File: src/rtl/bp_pkg.sv
// ---------------------------------------------------------------------------
// bp_pkg
// Shared definitions for the branch predictor blocks.
//   ctr_t      : 2-bit saturating direction counter state
//                SNT (strongly not taken), WNT, WTK, STK (strongly taken)
//   CTR_RESET  : state every counter returns to on reset
// The MSB of a counter is the predicted direction (1 = taken).
// ---------------------------------------------------------------------------
package bp_pkg;

    typedef enum logic [1:0] {
        SNT = 2'b00,
        WNT = 2'b01,
        WTK = 2'b10,
        STK = 2'b11
    } ctr_t;

    localparam ctr_t CTR_RESET = SNT;

endpackage : bp_pkg

File: src/rtl/pht_sat_ctr.sv
// ---------------------------------------------------------------------------
// pht_sat_ctr
// Purely combinational next-state function of one 2-bit saturating
// direction counter.
//   state_i : current counter state
//   taken_i : resolved direction (1 = taken)
//   next_o  : counter state after training with taken_i
// Taken moves toward STK, not-taken toward SNT, both saturating.
// ---------------------------------------------------------------------------
module pht_sat_ctr
    import bp_pkg::*;
(
    input  ctr_t state_i,
    input  logic taken_i,
    output ctr_t next_o
);

    // Walk one step along SNT-WNT-WTK-STK in the resolved direction,
    // sticking at either end.
    always_comb begin
        next_o = state_i;
        unique case (state_i)
            SNT: next_o = taken_i ? WNT : SNT;
            WNT: next_o = taken_i ? WTK : SNT;
            WTK: next_o = taken_i ? STK : WNT;
            STK: next_o = taken_i ? STK : WTK;
            default: next_o = state_i;
        endcase
    end

endmodule : pht_sat_ctr

File: src/rtl/gshare_pht_predictor.sv
// ---------------------------------------------------------------------------
// gshare_pht_predictor
// Global-history (gshare) branch direction predictor for the fetch stage.
// A pattern history table of 2-bit counters is indexed by PC XOR GHR; the
// GHR is shifted speculatively with every prediction and repaired from the
// snapshot carried back with a mispredicted branch.
//
// Parameters
//   PC_W  : fetch PC width (must exceed IDX_W+2)
//   IDX_W : PHT index width, table depth 2**IDX_W
//   GHR_W : history length, 1 <= GHR_W <= IDX_W
// Ports
//   clk, rst        : clock, asynchronous active-high reset
//   i_fetch_valid   : lookup request;     i_fetch_pc : PC of the lookup
//   o_pred_valid    : registered, high one cycle after a lookup
//   o_pred_taken    : predicted direction
//   o_pred_idx      : PHT index used (returned later as i_upd_idx)
//   o_pred_ghr      : GHR used for the index, before its speculative shift
//   i_upd_valid     : resolved branch from execute
//   i_upd_idx       : index of the counter to train
//   i_upd_ghr       : history snapshot of the resolved branch
//   i_upd_taken     : resolved direction
//   i_upd_mispred   : direction was mispredicted, repair the GHR
//   o_ghr           : current speculative GHR
// Build option
//   GSHARE_PHT_BYPASS_EN : when defined, a same-cycle update to the looked-up
//                          index forwards the trained counter into the
//                          prediction; otherwise the lookup reads the old one.
// ---------------------------------------------------------------------------
module gshare_pht_predictor
    import bp_pkg::*;
#(
    parameter int PC_W  = 32,
    parameter int IDX_W = 8,
    parameter int GHR_W = 8
) (
    input  logic             clk,
    input  logic             rst,
    input  logic             i_fetch_valid,
    input  logic [PC_W-1:0]  i_fetch_pc,
    output logic             o_pred_valid,
    output logic             o_pred_taken,
    output logic [IDX_W-1:0] o_pred_idx,
    output logic [GHR_W-1:0] o_pred_ghr,
    input  logic             i_upd_valid,
    input  logic [IDX_W-1:0] i_upd_idx,
    input  logic [GHR_W-1:0] i_upd_ghr,
    input  logic             i_upd_taken,
    input  logic             i_upd_mispred,
    output logic [GHR_W-1:0] o_ghr
);

    localparam int DEPTH = 1 << IDX_W;

    // Flat register array so every entry can take the asynchronous reset.
    ctr_t pht_q [DEPTH];

    logic [GHR_W-1:0] ghr_q;
    logic [GHR_W-1:0] ghr_d;
    logic             predValid_q;
    logic             predTaken_q;
    logic [IDX_W-1:0] predIdx_q;
    logic [GHR_W-1:0] predGhr_q;

    logic [IDX_W-1:0] ghrExt;
    logic [IDX_W-1:0] lookupIdx;
    ctr_t             updCur;
    ctr_t             updNext;
    ctr_t             lookupCtr;
    logic             predTaken;
    logic             recover;

    // PC bits outside the index window, and the history bit that falls off
    // the end on recovery, do not contribute to any decision.
    logic unusedBits;
    assign unusedBits = ^{i_fetch_pc[PC_W-1:IDX_W+2], i_fetch_pc[1:0], i_upd_ghr};

    // History is zero-extended on the left so short histories only perturb
    // the low index bits.
    assign ghrExt    = IDX_W'(ghr_q);
    assign lookupIdx = i_fetch_pc[IDX_W+1:2] ^ ghrExt;

    assign updCur  = pht_q[i_upd_idx];
    assign recover = i_upd_valid && i_upd_mispred;

    pht_sat_ctr uUpdCtr (
        .state_i (updCur),
        .taken_i (i_upd_taken),
        .next_o  (updNext)
    );

    // Counter that drives the prediction. The forwarding option reuses the
    // update path's next state rather than a second counter instance, since
    // on an index match it is exactly the value about to be written.
    always_comb begin
        lookupCtr = pht_q[lookupIdx];
`ifdef GSHARE_PHT_BYPASS_EN
        if (i_upd_valid && (i_upd_idx == lookupIdx)) begin
            lookupCtr = updNext;
        end
`endif
    end

    assign predTaken = lookupCtr[1];

    // Next history: a recovery rebuilds it from the branch's own snapshot
    // plus its real outcome and wins over the speculative fetch shift.
    generate
        if (GHR_W == 1) begin : gHistOne
            always_comb begin
                ghr_d = ghr_q;
                if (recover) begin
                    ghr_d = i_upd_taken;
                end else if (i_fetch_valid) begin
                    ghr_d = predTaken;
                end
            end
        end else begin : gHistMulti
            always_comb begin
                ghr_d = ghr_q;
                if (recover) begin
                    ghr_d = {i_upd_ghr[GHR_W-2:0], i_upd_taken};
                end else if (i_fetch_valid) begin
                    ghr_d = {ghr_q[GHR_W-2:0], predTaken};
                end
            end
        end
    endgenerate

    // Table training: only the resolved branch's entry moves.
    always_ff @(posedge clk or posedge rst) begin
        if (rst) begin
            for (int i = 0; i < DEPTH; i++) begin
                pht_q[i] <= CTR_RESET;
            end
        end else if (i_upd_valid) begin
            pht_q[i_upd_idx] <= updNext;
        end
    end

    // History register and prediction outputs. Prediction fields hold their
    // last value between lookups; only the valid flag drops.
    always_ff @(posedge clk or posedge rst) begin
        if (rst) begin
            ghr_q       <= '0;
            predValid_q <= 1'b0;
            predTaken_q <= 1'b0;
            predIdx_q   <= '0;
            predGhr_q   <= '0;
        end else begin
            ghr_q       <= ghr_d;
            predValid_q <= i_fetch_valid;
            if (i_fetch_valid) begin
                predTaken_q <= predTaken;
                predIdx_q   <= lookupIdx;
                predGhr_q   <= ghr_q;
            end
        end
    end

    assign o_pred_valid = predValid_q;
    assign o_pred_taken = predTaken_q;
    assign o_pred_idx   = predIdx_q;
    assign o_pred_ghr   = predGhr_q;
    assign o_ghr        = ghr_q;

endmodule : gshare_pht_predictor

File: config.mk
export PLATFORM = sky130hd
export DESIGN_NAME = gshare_pht_predictor
export DESIGN_NICKNAME = d
export VERILOG_FILES = /design/src/rtl/bp_pkg.sv /design/src/rtl/pht_sat_ctr.sv /design/src/rtl/gshare_pht_predictor.sv
export SDC_FILE = /design/constraint.sdc
export NUM_CORES = 2
export LEC_CHECK = 0
export CAP_MARGIN = 20
export CORE_UTILIZATION = 38
export CTS_BUF_LIST = sky130_fd_sc_hd__clkbuf_4 sky130_fd_sc_hd__clkbuf_8
export CTS_CLUSTER_DIAMETER = 100
export CTS_CLUSTER_SIZE = 24
export DETAILED_ROUTE_END_ITERATION = 12
export PLACE_DENSITY_LB_ADDON = 0.25
export SETUP_SLACK_MARGIN = 0.2
export SYNTH_ARGS = -nofsm -noshare
export SYNTH_HDL_FRONTEND = slang
export SYNTH_SLANG_ARGS = --single-unit
File: constraint.sdc
create_clock -name clk -period 26.3 [get_ports clk]
set_input_delay 3.945 -clock clk [delete_from_list [all_inputs] [get_ports clk]]
set_output_delay 3.945 -clock clk [all_outputs]
set_load 0.02 [all_outputs]
==> flow_summary.toml <==
[run_status]
status = "complete, no violations"

[sta]
rsz0062_at_grt = "false"
clock.fmax_ghz = 0.0994
finalSetupTns_ps = 0
drv_slew = 0
period_minus_slack_ps = 10060
tightest_slew_ps = 1290
relSlewSlack_pct = 13.4
fin_skew_ps = 43.5
final_hold_viol_count = 0
setup_viol = 0
fin_crit_sh_pct = 38.3

[worst_setup_path]
crit_path_frequent_cell = "buf_4"
cp_slowest_cell = "buf_4"
critPathLaunchType = "input pin"
crit_path_start = "i_upd_idx[0]"
crit_path_max_fanout = 114
cp.required_ps = 26810
cp.arrival_ps = 10570
slowest_delay_ps = 930
cp_cell_sequence = "buf_8 -> buf_4 -> buf_4 -> mux4_2 -> and2_1 -> a211oi_1 -> nand4b_1 -> and4_1 -> maj3_4 -> buf_4 -> buf_4 -> o21ai_0"
rrSetupSlack_ps = 20980
cp-end-kind = "register"
r2r-start = "pht_q[497]$_DFFE_PP0P_"
reg2regPathDepth = 11
crit_type = "in2reg"
r2r_end = "pht_q[370]$_DFFE_PP0P_"

[power_and_ir_drop]
power_frac_seq_pct = 54.6
leakagePower_nw = 12.5
peakVddDrop_mv = 0.0455
cell_internal_pwr_mw = 1.12
switching_share_pct = 32.0
power_frac_comb_pct = 20.7
powerDensity_nw_per_um2 = 55.9
power.switching_uw = 528
clkPwrFrac_pct = 24.7

[hold_path]
holdCritPathClass = "reg2reg"
min_path_cells = 2
whs_endpoint = "pht_q[332]$_DFFE_PP0P_"
worstHoldStart = "pht_q[332]$_DFFE_PP0P_"

[clocking]
clkLatencyLatePin_ps = 710
cts_sinks = 538
cts_buffer_depth = 3
holdBufCountCts = 0
root_buffer = "clkbuf_8"
numCtsBuffers = 28
clk_pin_slew_ps = 100
cts_tree = "built"
cts_setup_buffers = 0
cts_resized = 0
htree_levels = 1

[floorplanning]
core.rowCount = 98
coreArea_um2 = 71500
ioPinCount = 80
die_w_um = 271
die_area_um2 = 73300
start_util_pct = 38.4
dieHeight_um = 271

[synth]
synthesis.nets = 2470
syn_area_per_cell_um2 = 11.4
synth_compound_area_share_pct = 9.57
synth-main-ff-cell = "dfrtp_1"
synth_cell_type_count = 61
yosys.area_share.simple_pct = 11.6
async_flop_share_pct = 100
synthMuxAreaShare_pct = 25.5
synth_seq_cells = 538
synth_top_family_by_area = "multiplexers"
ys_seq_area_share_pct = 49.1
synthCells = 2416
yosys_warnings = 0
synth_fa_ha_area_share_pct = 0.123
synth-edff-count = 0
synthesis.area_um2 = 27400
synth_xor_area_share_pct = 0.479

[route]
viasPerCell = 6.06
ant_nets = 0
drc = 0
drt-total-wl_um = 87400
vias = 20300
drt_iter0_markers = 2162
wl_per_cell_um = 26.2
first_pass_iters = 6

[final_layout]
nNetsFinal = 2434
multiInputGateArea_um2 = 13200
fill_cells = 6757
final_cell_mix = "599 x nand2_1, 538 x dfrtp_1, 258 x o21ai_0"
drive_above_1_share_pct = 23.1
regArea_um2 = 13500
area_growth_pct = 7.67
fin_util_pct = 41.3
layout_commonest_cell = "nand2_1"
fin_area_um2 = 29600

[place]
port_buffers = 54
dp_hpwl_um = 54600
gp_congestion = 0.885
placedInstanceArea_um2 = 28900

[global_route]
grt_pass1_wl_um = 132000
grt_max_degree = 115
overflow = 0
antenna_found_initial = 1
track_usage_pct = 23.9
grt_pass1_vias = 20000

[run]
max_cap_viol_count = 0
==> power by group through the flow <==
stage          clock, mW  sequential [mW]  combinational, mW
3_3_place_gp           0            0.914              0.332
3_5_place_dp           0            0.916              0.337
2_1_floorplan          0            0.917              0.205
5_1_grt            0.443            0.907              0.363
6_report           0.407            0.901              0.342
4_1_cts            0.416            0.901              0.337
==> cells by family (layout without fill, tap and decap cells) <==
family,count (synthesis),after routing
mux,452,452
compound gates,451,451
other cells,0,2
xor+xnor,15,15
fa+ha+maj,3,3
simple gates,769,769
buf+inv,188,162
flops,538,538
==> state kept, by name, summed over array words and instances, names as in the netlist <==
name          flops
pht_q           512
o_ghr             8
o_pred_ghr        8
o_pred_idx        8
o_pred_taken      1
o_pred_valid      1
==> area by class of cell <==
cell class / count / share of cell area [%]
flip-flops and latches: 538 / 45.6
diodes: 2 / 0.0169
clock inverters: 8 / 0.406
repair buffers: 117 / 3.63
clock buffers: 32 / 1.47
well taps: 950 / 4.02
inverters: 5 / 0.0889
multi-input cells: 1690 / 44.8
==> routing by layer <==
metal  GRT usage [%]  up-vias  share of wire (%)
met5               0        -                  0
met4            7.37        0                3.4
met3            3.87      170                8.2
met2            37.9      922                 47
met1            33.6    10500                 42
li1                -     8690                  -
==> per-stage QoR <==
stage / cells / hold slack, ps / power, mW / setup WS [ps]
after floorplan: 2416 / 443 / 1.12 / 7320
after global placement: 3293 / 457 / 1.25 / 15570
after detailed placement: 3295 / 465 / 1.25 / 15570
after CTS: 3335 / 492 / 1.65 / 16280
after global routing: 3342 / 512 / 1.71 / 15780
final: 3342 / 490 / 1.65 / 16240
==> Yosys cell counts, types with 5 or more instances <==
cell | count | area share, %
o21ai_1 | 13 | 0.24
buf_6 | 20 | 0.82
o211ai_1 | 5 | 0.14
mux2i_1 | 40 | 1.5
a22oi_1 | 32 | 0.88
dfrtp_1 | 538 | 49
mux2_2 | 237 | 9.7
buf_2 | 33 | 0.60
xor2_1 | 8 | 0.26
buf_4 | 24 | 0.66
o22ai_1 | 9 | 0.21
nor2_1 | 48 | 0.66
nand3_1 | 47 | 0.86
mux4_2 | 174 | 14
a22o_1 | 8 | 0.26
nor3_1 | 12 | 0.22
xnor2_1 | 7 | 0.22
buf_1 | 13 | 0.18
nand4_1 | 15 | 0.34
o21ai_0 | 258 | 4.7
a21oi_1 | 59 | 1.1
and2_1 | 8 | 0.18
clkbuf_1 | 92 | 1.3
nand2_1 | 599 | 8.2
nor2b_1 | 8 | 0.18
nor4b_1 | 6 | 0.19
a41oi_1 | 30 | 0.96
a31oi_1 | 9 | 0.21
==> worst max-delay path by stage <==
stage	end	slack [ps]
2_1_floorplan	o_ghr[0]$_DFFE_PP0P_	7320
3_3_place_gp	pht_q[354]$_DFFE_PP0P_	15570
3_5_place_dp	pht_q[370]$_DFFE_PP0P_	15570
4_1_cts	pht_q[370]$_DFFE_PP0P_	16280
5_1_grt	pht_q[370]$_DFFE_PP0P_	15780
6_report	pht_q[370]$_DFFE_PP0P_	16240
==> critical path: cells and delay by family <==
kind	cells	cell delay, ps
AO/OA/AOI/OAI	2	620
AND/OR/NAND/NOR	3	820
adder cells (fa/ha/maj)	1	650
multiplexers	1	580
buffers and inverters	5	3750
No activity file was read; power rests on OpenSTA's default activity.
